[src/rtl/send_interval_mc_pkg.sv]
// Shared types and constants for the send_interval_mc rate gate.
// Contents:
//   state_e             FSM encoding (ST_IDLE, ST_WAIT, ST_PASS, ST_HOLD)
//   MODE_PRE/MODE_POST  values of the mode input (wait before / gap after a pass)
package send_interval_mc_pkg;

    typedef enum logic [1:0] {
        ST_IDLE = 2'd0,
        ST_WAIT = 2'd1,
        ST_PASS = 2'd2,
        ST_HOLD = 2'd3
    } state_e;

    localparam logic MODE_PRE  = 1'b0;
    localparam logic MODE_POST = 1'b1;

endpackage

[src/rtl/send_interval_mc_if.sv]
// Bus between the frame producers and the send_interval_mc gate.
// Signals:
//   interval      wait length in cycles, latched at grant
//   mode          0 = pre-wait, 1 = post-wait, latched at grant
//   ready         per-channel level request
//   ready_waited  gated request toward the transmitter (at most one bit high)
//   sel_ch        current / last granted channel
//   busy          gate is not idle
//   grant_pulse   one cycle on entry to PASS
//   abort_pulse   one cycle when a WAIT is abandoned
// Modports: master = producer side, slave = gate side.
interface send_interval_mc_if #(
    parameter int unsigned NCH   = 4,
    parameter int unsigned CNT_W = 32
);
    localparam int unsigned CH_W = $clog2(NCH);

    logic [CNT_W-1:0] interval;
    logic             mode;
    logic [NCH-1:0]   ready;
    logic [NCH-1:0]   ready_waited;
    logic [CH_W-1:0]  sel_ch;
    logic             busy;
    logic             grant_pulse;
    logic             abort_pulse;

    modport master (
        output interval,
        output mode,
        output ready,
        input  ready_waited,
        input  sel_ch,
        input  busy,
        input  grant_pulse,
        input  abort_pulse
    );

    modport slave (
        input  interval,
        input  mode,
        input  ready,
        output ready_waited,
        output sel_ch,
        output busy,
        output grant_pulse,
        output abort_pulse
    );

endinterface

[src/rtl/send_interval_mc_rr_arbiter.sv]
// Combinational round-robin search.
// Ports:
//   req    in   NCH   request vector
//   last   in   CH_W  previously granted index; the search starts just after it
//   found  out  1     some request is high
//   idx    out  CH_W  first requesting index at or after (last+1) mod NCH, with wrap
module send_interval_mc_rr_arbiter #(
    parameter int unsigned NCH  = 4,
    parameter int unsigned CH_W = $clog2(NCH)
) (
    input  logic [NCH-1:0]  req,
    input  logic [CH_W-1:0] last,
    output logic            found,
    output logic [CH_W-1:0] idx
);

    always_comb begin
        found = 1'b0;
        idx   = last;
        // Walk offsets from farthest to nearest so the nearest hit is written last.
        for (int unsigned i = NCH; i >= 1; i--) begin
            int unsigned     k;
            logic [CH_W-1:0] cand;
            k    = (32'(last) + i) % NCH;
            cand = CH_W'(k);
            if (req[cand]) begin
                found = 1'b1;
                idx   = cand;
            end
        end
    end

endmodule

[src/rtl/send_interval_mc.sv]
// Multi-channel send-rate gate. Grants one requesting channel at a time (round robin)
// and enforces a programmable interval per grant: pre-wait mode delays the pass by
// N cycles, post-wait mode holds the gate closed for N cycles after release.
// Ports:
//   clk   in  system clock
//   rst   in  synchronous reset, active-high
//   bus   slave modport of send_interval_mc_if (interval, mode, ready in;
//         ready_waited, sel_ch, busy, grant_pulse, abort_pulse out)
module send_interval_mc
    import send_interval_mc_pkg::*;
#(
    parameter int unsigned NCH   = 4,
    parameter int unsigned CNT_W = 32
) (
    input  logic               clk,
    input  logic               rst,
    send_interval_mc_if.slave  bus
);

    localparam int unsigned CH_W = $clog2(NCH);

    state_e           state_q;
    logic [CH_W-1:0]  sel_q;
    logic [CNT_W-1:0] n_q;
    logic [CNT_W-1:0] cnt_q;
    logic             mode_q;
    logic             grant_pulse_q;
    logic             abort_pulse_q;

    logic             arb_found;
    logic [CH_W-1:0]  arb_idx;
    logic [NCH-1:0]   ready_waited;

    send_interval_mc_rr_arbiter #(
        .NCH  (NCH),
        .CH_W (CH_W)
    ) u_arb (
        .req   (bus.ready),
        .last  (sel_q),
        .found (arb_found),
        .idx   (arb_idx)
    );

    // cnt_q counts down to 1 rather than 0, so a load of all-ones yields exactly
    // that many cycles without needing an extra counter bit.
    always_ff @(posedge clk) begin
        if (rst) begin
            state_q       <= ST_IDLE;
            sel_q         <= CH_W'(NCH - 1);
            n_q           <= '0;
            cnt_q         <= '0;
            mode_q        <= MODE_PRE;
            grant_pulse_q <= 1'b0;
            abort_pulse_q <= 1'b0;
        end else begin
            grant_pulse_q <= 1'b0;
            abort_pulse_q <= 1'b0;
            unique case (state_q)
                ST_IDLE: begin
                    if (arb_found) begin
                        sel_q  <= arb_idx;
                        n_q    <= bus.interval;
                        cnt_q  <= bus.interval;
                        mode_q <= bus.mode;
                        if (bus.mode == MODE_PRE && bus.interval != '0) begin
                            state_q <= ST_WAIT;
                        end else begin
                            state_q       <= ST_PASS;
                            grant_pulse_q <= 1'b1;
                        end
                    end
                end
                ST_WAIT: begin
                    if (!bus.ready[sel_q]) begin
                        state_q       <= ST_IDLE;
                        abort_pulse_q <= 1'b1;
                    end else if (cnt_q == CNT_W'(1)) begin
                        state_q       <= ST_PASS;
                        grant_pulse_q <= 1'b1;
                    end else begin
                        cnt_q <= cnt_q - CNT_W'(1);
                    end
                end
                ST_PASS: begin
                    if (!bus.ready[sel_q]) begin
                        if (mode_q == MODE_POST && n_q != '0) begin
                            state_q <= ST_HOLD;
                            cnt_q   <= n_q;
                        end else begin
                            state_q <= ST_IDLE;
                        end
                    end
                end
                ST_HOLD: begin
                    if (cnt_q == CNT_W'(1)) begin
                        state_q <= ST_IDLE;
                    end else begin
                        cnt_q <= cnt_q - CNT_W'(1);
                    end
                end
                default: state_q <= ST_IDLE;
            endcase
        end
    end

    // Pass-through is combinational so the transmitter sees a release immediately.
    always_comb begin
        ready_waited = '0;
        if (state_q == ST_PASS) begin
            ready_waited[sel_q] = bus.ready[sel_q];
        end
    end

    assign bus.ready_waited = ready_waited;
    assign bus.sel_ch       = sel_q;
    assign bus.busy         = (state_q != ST_IDLE);
    assign bus.grant_pulse  = grant_pulse_q;
    assign bus.abort_pulse  = abort_pulse_q;

endmodule

[src/flat_wrapper.sv]
// flat-port wrapper written by rule: the top's interface ports become plain ports
module send_interval_mc_flat import send_interval_mc_pkg::*;
#(
    parameter int unsigned NCH   = 4,
    parameter int unsigned CNT_W = 32
)
  (clk, rst, bus_interval, bus_mode, bus_ready, bus_ready_waited, bus_sel_ch, bus_busy, bus_grant_pulse, bus_abort_pulse);
  send_interval_mc_if #(.NCH(NCH), .CNT_W(CNT_W)) bus_i ();
  input  logic clk;
  input  logic rst;
  input wire logic [$bits(bus_i.interval)-1:0] bus_interval;
  input wire logic [$bits(bus_i.mode)-1:0] bus_mode;
  input wire logic [$bits(bus_i.ready)-1:0] bus_ready;
  output wire logic [$bits(bus_i.ready_waited)-1:0] bus_ready_waited;
  output wire logic [$bits(bus_i.sel_ch)-1:0] bus_sel_ch;
  output wire logic [$bits(bus_i.busy)-1:0] bus_busy;
  output wire logic [$bits(bus_i.grant_pulse)-1:0] bus_grant_pulse;
  output wire logic [$bits(bus_i.abort_pulse)-1:0] bus_abort_pulse;
  assign bus_i.interval = bus_interval;
  assign bus_i.mode = bus_mode;
  assign bus_i.ready = bus_ready;
  assign bus_ready_waited = bus_i.ready_waited;
  assign bus_sel_ch = bus_i.sel_ch;
  assign bus_busy = bus_i.busy;
  assign bus_grant_pulse = bus_i.grant_pulse;
  assign bus_abort_pulse = bus_i.abort_pulse;
  send_interval_mc #(.NCH(NCH), .CNT_W(CNT_W)) u_core (.clk(clk), .rst(rst), .bus(bus_i));
endmodule
[config.mk]
export PLATFORM = sky130hd
export DESIGN_NAME = send_interval_mc_flat
export DESIGN_NICKNAME = d
export VERILOG_FILES = /design/src/rtl/send_interval_mc_pkg.sv /design/src/rtl/send_interval_mc_if.sv /design/src/rtl/send_interval_mc_rr_arbiter.sv /design/src/rtl/send_interval_mc.sv /design/src/flat_wrapper.sv
export SDC_FILE = /design/constraint.sdc
export NUM_CORES = 1
export LEC_CHECK = 0
export ABC_AREA = 1
export CORE_AREA = 2 2 92 94
export CTS_CLUSTER_DIAMETER = 100
export DETAILED_ROUTE_END_ITERATION = 7
export DIE_AREA = 0 0 94 96
export PLACE_DENSITY = 0.84
export SLEW_MARGIN = 40
export SYNTH_ARGS = -nofsm -noshare
export SYNTH_HDL_FRONTEND = slang
export SYNTH_SLANG_ARGS = --single-unit
[constraint.sdc]
create_clock -name clk -period 4.6 [get_ports clk]
set_input_delay 1.15 -clock clk [delete_from_list [all_inputs] [get_ports clk]]
set_output_delay 1.15 -clock clk [all_outputs]
set_load 0.02 [all_outputs]
==> impl_metrics.env <==
export IMPL_status="finished, final reports clean"
export IMPL_synth_common_cells="nand2_1 (216), nor2_1 (148), inv_1 (93)"
export IMPL_synth_seq_cells=71
export IMPL_critPathMaxFanout=5
export IMPL_min_period_ns=3.93
export IMPL_place_hpwl_um=9920
export IMPL_antenna_found_initial=0
export IMPL_met3_usage_pct=6.03
export IMPL_cts_path_max_buffers=2
export IMPL_cts_tree="yes"
export IMPL_yosysUniqueCellTypes=34
export IMPL_slowest_stage="clkdlybuf4s50_1"
export IMPL_die_x_um=94
export IMPL_io_buffers=47
export IMPL_final_layout_size_suffix_gt1_share_pct=6.35
export IMPL_num_rows=33
export IMPL_finalSetupViolCount=0
export IMPL_grt_ovfl_total=0
export IMPL_via_per_inst=5.54
export IMPL_root_buffer="clkbuf_8"
export IMPL_met1_usage_pct=41.1
export IMPL_synth_most_common_cell="nand2_1"
export IMPL_grt_max_degree=46
export IMPL_cts_buffers=9
export IMPL_firstDrtPassIters=5
export IMPL_yosysWarnings=0
export IMPL_grtUsageTotal_pct=30.9
export IMPL_finalWorstSetupSlack_ns=0.672
export IMPL_powerDensity_mw_per_mm2=727
export IMPL_grt_pass1_wl_um=22000
export IMPL_ys_seq_area_share_pct=29.4
export IMPL_first_global_vias=4685
export IMPL_total_power_mw=3.99
export IMPL_syn2layout_area_growth_pct=13.5
export IMPL_synth_area_leaders="dfxtp_1 (29%), nand2_1 (17%), nor2_1 (11%)"
export IMPL_cp_data_arrival_time_ns=2.78
export IMPL_netlist_instances=813
export IMPL_worstPathBufferInverterCount=3
export IMPL_cp_cell_sequence="clkdlybuf4s50_1, inv_1, nand2_1, nand3_2, nand2_4, nand2_4, nor2_1, clkdlybuf4s50_1"
export IMPL_period_share_pct=85.4
export IMPL_leakage_nw=2.53
export IMPL_cp_start_kind="input port"
export IMPL_cts_setup_buffers=0
export IMPL_critical_path_required_ns=3.45
export IMPL_fin_util_pct=68.1
export IMPL_post_cts_resized=0
export IMPL_first_iter_violations=509
export IMPL_drv_slew=0
export IMPL_start_util_pct=60.1
export IMPL_postCtsHoldBufs=0
export IMPL_clk_pin_slew_ns=0.10
export IMPL_max_vdd_ir_drop_uv=493
export IMPL_max_slew_margin_rel_pct=45.1
export IMPL_busiest_layer="met2"
export IMPL_synth_nets=858
export IMPL_worstSetupEndpointType="primary output"
export IMPL_die_area_sq_mm=0.00902
export IMPL_pre_cts_slack_ns=0.670
export IMPL_num_fill_cells=732
export IMPL_dr_total_vias=5300
export IMPL_avgSynthCellArea_sq_um=5.95
export IMPL_synth_edf_count=0
export IMPL_clock_latency_ns=0.37
export IMPL_antenna_left=0
export IMPL_drt_wl_total_um=13700
export IMPL_wl_per_cell_um=14.3
export IMPL_rsz0062_at_grt="no"
export IMPL_setup_tns_ns=0
export IMPL_yosysTopAreaCell="dfxtp_1"
export IMPL_global_route_usage_met2_pct=49.4
export IMPL_ios=48
export IMPL_final_hold_viol_count=0
export IMPL_drc_errors=0
export IMPL_async_flop_share_pct=0
export IMPL_clock_sinks=71
export IMPL_max_cap_violations=0
export IMPL_slowest_delay_ns=0.61
export IMPL_routabilityCongestion=0.975
export IMPL_die_y_um=96
export IMPL_core_area_sq_mm=0.00805
export IMPL_ys_flop_type="dfxtp_1"
export IMPL_synth_top_cell_area_share_pct=29.4
export IMPL_finClkSkew_ns=0.0205
export IMPL_num_antenna_cells=0
export IMPL_worst_slew_pin_slew_ns=0.822
export IMPL_crit_family="buffers and inverters"
export IMPL_fin_nets=891
export IMPL_htree_num_levels=3
export IMPL_crit_type="in -> out"
export IMPL_fmax_mhz=255
export IMPL_hp_class="reg -> reg"
export IMPL_synth_area_sq_mm=0.00484
[logic make-up (layout without fill, tap and decap cells)]
family	after synthesis	count (layout)	share of synthesized area, %
compound gates	115	115	13.4
buf+inv	132	170	12.1
simple gates	489	489	43.6
flops	71	71	29.4
fa+ha+maj	6	6	1.55
[worst paths after layout]
check | from | end | slack [ns] | cells past startpoint
setup / recovery | bus_ready[1] | bus_ready_waited[3] | 0.67 | 8
hold / removal | u_core.n_q[26]$_SDFFE_PP0P_ | u_core.n_q[26]$_SDFFE_PP0P_ | 0.47 | 2
setup reg to reg | u_core.bus.sel_ch[0]$_SDFFE_PP1P_ | u_core.cnt_q[15]$_SDFFE_PP0P_ | 2.31 | 11
hold reg to reg | u_core.n_q[26]$_SDFFE_PP0P_ | u_core.n_q[26]$_SDFFE_PP0P_ | 0.47 | 2
[routing by layer]
| layer | routed length [um] | vias to the layer above | share of wire, % |
|---|---|---|---|
| met4 | 446 | 0 | 3.3 |
| li1 | - | 2647 | - |
| met1 | 6040 | 2343 | 44 |
| met2 | 6040 | 275 | 44 |
| met5 | 0 | - | 0 |
| met3 | 1130 | 35 | 8.3 |
[sequential cells by signal, indices dropped and copies added (netlist names)]
register	flops
u_core.state_q	2
u_core.cnt_q	32
u_core.bus.abort_pulse	1
u_core.bus.sel_ch	2
u_core.bus.grant_pulse	1
u_core.mode_q	1
u_core.n_q	32
[worst register-to-register path, cell delays in order, from the launching register on]
cell and delay (ns):
dfxtp_1 0.61, inv_4 0.09, nand2_1 0.11, nand3_1 0.11
nand2_2 0.12, nor2_4 0.05, nand3_2 0.07, nand2_4 0.06
inv_2 0.07, nand3_2 0.48, nor2_1 0.34, nor2_1 0.08
[layout make-up]
type | count | area, sq um | area share, %
clock buffer | 9 | 124 | 2.26
multi-input combinational | 610 | 2830 | 51.6
timing repair buffer | 55 | 531 | 9.67
tap | 105 | 131 | 2.39
clock inverter | 7 | 72.6 | 1.32
sequential | 71 | 1420 | 25.9
inverter | 99 | 377 | 6.86
[report_power, final]
group          internal [mW]  total [mW]  leakage, nW  switching (mW)
logic                  0.781        2.39         1.84            1.60
registers              0.865        1.08        0.590           0.217
clock network          0.251       0.520       0.0956           0.269
total                   1.90        3.99         2.53            2.09
[layout by cell type (no fill, tap or decap), types with 6 or more instances in the layout]
| cell type | synthesis | routed |
|---|---|---|
| a21oi_1 | 47 | 47 |
| buf_4 | 4 | 8 |
| clkbuf_8 | 0 | 9 |
| clkdlybuf4s50_1 | 0 | 47 |
| dfxtp_1 | 71 | 71 |
| ha_1 | 6 | 6 |
| inv_1 | 93 | 93 |
| nand2_1 | 216 | 216 |
| nand3_1 | 86 | 86 |
| nand3b_1 | 11 | 11 |
| nand4_1 | 6 | 6 |
| nor2_1 | 148 | 147 |
| o211ai_1 | 7 | 7 |
| o21ai_0 | 35 | 35 |
| o21ai_1 | 9 | 9 |
[stage by stage]
| step | instances | hold slack, ns | cell area [sq um] |
|---|---|---|---|
| 2_1_floorplan | 813 | 0.439 | 4840 |
| 3_3_place_gp | 940 | 0.448 | 5290 |
| 3_5_place_dp | 940 | 0.460 | 5290 |
| 4_1_cts | 956 | 0.473 | 5490 |
| 5_1_grt | 956 | 0.495 | 5490 |
| 6_report | 956 | 0.471 | 5490 |
(Power assumes the default switching activity.)
